--- config.mk ---
export PLATFORM = sky130hd
export DESIGN_NAME = regfile_mp
export DESIGN_NICKNAME = d
export VERILOG_FILES = /design/src/rtl/regfile_mp.sv
export SDC_FILE = /design/constraint.sdc
export NUM_CORES = 2
export LEC_CHECK = 0
export CORE_MARGIN = 2
export CORE_UTILIZATION = 65
export DETAILED_ROUTE_END_ITERATION = 6
export PLACE_DENSITY_LB_ADDON = 0.12
export SYNTH_ARGS = -nofsm -noshare
export SYNTH_HDL_FRONTEND = slang
export SYNTH_SLANG_ARGS = --single-unit
--- constraint.sdc ---
create_clock -name Clk -period 12.2 [get_ports Clk]
set_clock_uncertainty 0.15 [all_clocks]
set_input_delay 1.22 -clock Clk [delete_from_list [all_inputs] [get_ports Clk]]
set_output_delay 1.22 -clock Clk [all_outputs]
set_load 0.02 [all_outputs]
--- src/rtl/regfile_mp.sv ---
`default_nettype none
// ============================================================================
//  Module   : regfile_mp
//  Purpose  : Register file with 2 async read ports, 2 clocked write ports,
//             an optional zero register, optional write-to-read bypass and a
//             per-register busy scoreboard.
//  Revision : 1.0  initial release
// ============================================================================
module regfile_mp #(
    parameter int DATA_WIDTH = 32,
    parameter int ADDR_WIDTH = 5,
    parameter int ZERO_REG   = 1,
    parameter int BYPASS     = 0
) (
    input  logic                  Clk,
    input  logic                  Reset_n,
    input  logic [ADDR_WIDTH-1:0] ReadRegister1,
    input  logic [ADDR_WIDTH-1:0] ReadRegister2,
    output logic [DATA_WIDTH-1:0] ReadData1,
    output logic [DATA_WIDTH-1:0] ReadData2,
    output logic                  ReadBusy1,
    output logic                  ReadBusy2,
    input  logic [ADDR_WIDTH-1:0] WriteRegister0,
    input  logic [DATA_WIDTH-1:0] WriteData0,
    input  logic                  RegWrite0,
    input  logic [ADDR_WIDTH-1:0] WriteRegister1,
    input  logic [DATA_WIDTH-1:0] WriteData1,
    input  logic                  RegWrite1,
    input  logic                  Reserve,
    input  logic [ADDR_WIDTH-1:0] ReserveRegister,
    output logic                  ReserveFail
);

    localparam int c_depth = 2 ** ADDR_WIDTH;
    localparam bit c_zero  = (ZERO_REG != 0);
    localparam bit c_bypass = (BYPASS != 0);

    logic [DATA_WIDTH-1:0] r_mem [c_depth];
    logic [c_depth-1:0]    r_busy;

    logic                         w_wr0_en;
    logic                         w_wr1_en;
    logic                         w_rsv_zero;
    logic                         w_rsv_hit_write;
    logic                         w_rsv_accept;
    logic [1:0][ADDR_WIDTH-1:0]   w_raddr;
    logic [1:0][DATA_WIDTH-1:0]   w_rdata;

    // Writes aimed at a hardwired zero register are dropped before they reach state.
    assign w_wr0_en = RegWrite0 && !(c_zero && (WriteRegister0 == '0));
    assign w_wr1_en = RegWrite1 && !(c_zero && (WriteRegister1 == '0));

    assign w_rsv_zero      = c_zero && (ReserveRegister == '0);
    assign w_rsv_hit_write = (RegWrite0 && (WriteRegister0 == ReserveRegister)) ||
                             (RegWrite1 && (WriteRegister1 == ReserveRegister));

    // A reserve on a busy register succeeds if that register is being released now.
    assign ReserveFail  = Reserve && !w_rsv_zero && r_busy[ReserveRegister] && !w_rsv_hit_write;
    assign w_rsv_accept = Reserve && !w_rsv_zero && !ReserveFail;

    assign w_raddr = {ReadRegister2, ReadRegister1};

    generate
        for (genvar k = 0; k < 2; k++) begin : g_read_port
            logic w_hit0;
            logic w_hit1;
            assign w_hit0 = c_bypass && w_wr0_en && (WriteRegister0 == w_raddr[k]);
            assign w_hit1 = c_bypass && w_wr1_en && (WriteRegister1 == w_raddr[k]);
            assign w_rdata[k] = (c_zero && (w_raddr[k] == '0)) ? '0         :
                                w_hit1                          ? WriteData1 :
                                w_hit0                          ? WriteData0 :
                                                                  r_mem[w_raddr[k]];
        end
    endgenerate

    assign ReadData1 = w_rdata[0];
    assign ReadData2 = w_rdata[1];
    assign ReadBusy1 = r_busy[ReadRegister1];
    assign ReadBusy2 = r_busy[ReadRegister2];

    // Port 1 is applied after port 0 so it wins on a shared address; an accepted
    // reserve is applied last so it overrides the busy clear of a same-cycle write.
    always_ff @(posedge Clk) begin
        if (!Reset_n) begin
            for (int i = 0; i < c_depth; i++) begin
                r_mem[i] <= '0;
            end
            r_busy <= '0;
        end else begin
            if (w_wr0_en) begin
                r_mem[WriteRegister0]  <= WriteData0;
                r_busy[WriteRegister0] <= 1'b0;
            end
            if (w_wr1_en) begin
                r_mem[WriteRegister1]  <= WriteData1;
                r_busy[WriteRegister1] <= 1'b0;
            end
            if (w_rsv_accept) begin
                r_busy[ReserveRegister] <= 1'b1;
            end
        end
    end

endmodule
`default_nettype wire

==> results.cfg <==
[setup_path]
critical_path.max_stage_delay_ns = 0.91
required_ns = 10.83
worst_path_most_repeated_cell = mux4_2
critical_path.slowest_cell = buf_4
end_kind = primary output
crit_chain = buf_8 > buf_4 > mux4_2 > mux4_2 > nand2_1 > o21ai_1 > clkdlybuf4s50_1
critPathArrivalTime_ns = 4.95
path_max_fanout = 78
reg2reg_depth = 6
cp-start-kind = input port
critPathKind = in -> out

[layout]
synthToLayoutAreaGrowth_pct = 10.2
postLayoutCellArea_um2 = 66700
nFillCells = 5663
final_layout_size_suffix_gt1_share_pct = 27.6
finalNetCount = 3857
multi_input_area_um2 = 27300
regArea_um2 = 31400

[timing]
min_period_over_period_pct = 51.8
finalHoldViolations = 0
fmax_mhz = 158
rsz0062_at_grt = no
period_needed_ns = 6.32
maxSlewHeadroom_pct = 2.16
slew_violations = 0
setup_viol = 0
tightest_slew_ns = 1.47
timing.setup.tns_ns = 0

[drt]
vias_per_cell = 8.91
drtIter0Drc = 8900
drt_wl_total_um = 230000
antenna_left = 0
route.detailed.drc = 1
wl_per_cell_um = 45.0
first_pass_iters = 7
via_count = 45440

[die]
die_w_um = 309
initial_utilization_pct = 65.9
row_count = 111
core_um2 = 91900
die_h_um = 309
dieArea_um2 = 95600
io_pins = 161

[place]
port_buffers = 160
gp_congestion = 0.903
hpwl_um = 121000
dpl_cell_area_um2 = 63200

[synth]
syn-cell-area_um2 = 60500
synth.most_common_cell = edfxtp_1
synth_simple_gate_area_share_pct = 2.93
yosys_warnings = 0
async_flop_share_pct = 0
ys_ff_latch = 1056
synth_cell_types = 51
synth_compound_area_share_pct = 15.8
synth_edf_count = 1024
avgSynthCellArea_um2 = 15.5
synth_common_cells = edfxtp_1, a22o_1, mux4_2, clkbuf_1, nand2_1
yosys.area.top_type_share_pct = 50.8
yosysTopAreaCell = edfxtp_1
synth_top_family_by_area = multiplexers
synthTopCellsByArea = edfxtp_1, mux4_2, a22o_1
synth_fa_ha_area_share_pct = 0
seq_area_frac_synth_pct = 51.8
synthCells = 3913
synth.area.mux_share_pct = 24.8
synth_xor_area_share_pct = 0.145
ys_dominant_reg_cell = edfxtp_1

[run_status]
violations = DRC
status = finished, violations left

[worst_hold_path]
hold-path-cell-count = 2
hold_class = reg -> reg

[global_route]
grt_use_met1_pct = 61.9
grt_pass1_vias = 45077
use_met2_pct = 68.3
grt_pass1_wl_um = 323000
grt_max_degree = 148
top_usage_layer = met2
antenna_found_initial = 10
track_usage_pct = 48.6
grt_util_met3_pct = 20.6
grt-ovfl-total = 0

[clock_tree]
postCtsSetupBuffers = 0
ctsHoldBuffers = 0
cts_tree = yes
clk_path_buf_depth = 3
insertion_delay_ns = 0.74
clock-root-buffer = clkbuf_16
clk_pin_slew_ns = 0.06
htree_levels = 3
cts-resized-gates = 0
cts_buffers = 108
cts_sinks = 1056

[power_and_ir_drop]
irDropWorstVdd_mv = 0.130
power.density_nw_per_um2 = 136
p_leak_nw = 22.1

[run]
maxCapViolCount = 0
path summary, 6_finish.rpt:
| check | start | end | slack, ns |
|---|---|---|---|
| min reg2reg | r_busy[1] | r_busy[1] | 0.36 |
| max | ReadRegister2[0] | ReadData2[19] | 5.88 |
| max reg2reg | r_busy[22] | r_busy[23] | 10.19 |
| min | r_busy[1] | r_busy[1] | 0.36 |
cell type report:
| cell class | instances | share of cell area (%) |
|---|---|---|
| inverters | 78 | 0.439 |
| clock buffers | 133 | 4.32 |
| clock inverters | 67 | 1.05 |
| flip-flops and latches | 1056 | 47.0 |
| diodes | 3 | 0.0112 |
| multi-input cells | 2230 | 40.9 |
| well taps | 1243 | 2.33 |
| repair buffers | 289 | 3.91 |
kinds of logic (layout without fill, tap and decap cells):
| kind of cell | after synthesis | after routing |
|---|---|---|
| buffers and inverters | 658 | 567 |
| DFF | 1056 | 1056 |
| other | 1 | 35 |
| AOI/OAI and AO/OA | 1138 | 1138 |
| muxes | 677 | 677 |
| and+or+nand+nor | 373 | 373 |
| xor gates and xnor gates | 10 | 10 |
power breakdown:
part           switching, mW  internal (mW)
logic                  0.743          0.557
registers              0.122           4.21
clock network           1.48           1.97
critical path: cells and delay by family:
family	cells	cell delay (ns)
compound gates	1	0.18
mux	2	1.09
simple gates	1	0.12
buf+inv	3	2.19
routing by layer:
metal	part of all wire [%]	up-vias	wire length, um
met5	0.078	-	178
met4	8.5	18	19600
met3	19	1314	43600
met2	43	5426	98000
met1	30	22395	68200
li1	-	16287	-
flip-flops by register name, summed over array words and instances, names as in the netlist:
register  flops
r_mem      1024
r_busy       32
stage by stage:
stage	power, mW	setup slack (ns)	std cells	util, %	hold WS, ns
after CTS	9.00	5.88	5096	72.6	0.355
after floorplan	5.17	7.34	3944	-	0.315
after global placement	5.59	5.91	4896	68.7	0.332
after global routing	9.22	5.67	5098	72.6	0.391
final	9.07	5.88	5099	72.6	0.359
after detailed placement	5.64	5.86	4896	68.7	0.342
placed cells by master, fill, tap and decap left out, drive strengths merged, types with 46 or more instances in the layout:
master            n
clkdlybuf4s50   149
nor2             69
buf             140
nand3            53
inv              80
a22o            992
clkinv           46
o21ai            97
edfxtp         1024
clkbuf          133
nand2           161
mux4            660
(Power assumes the default switching activity.)
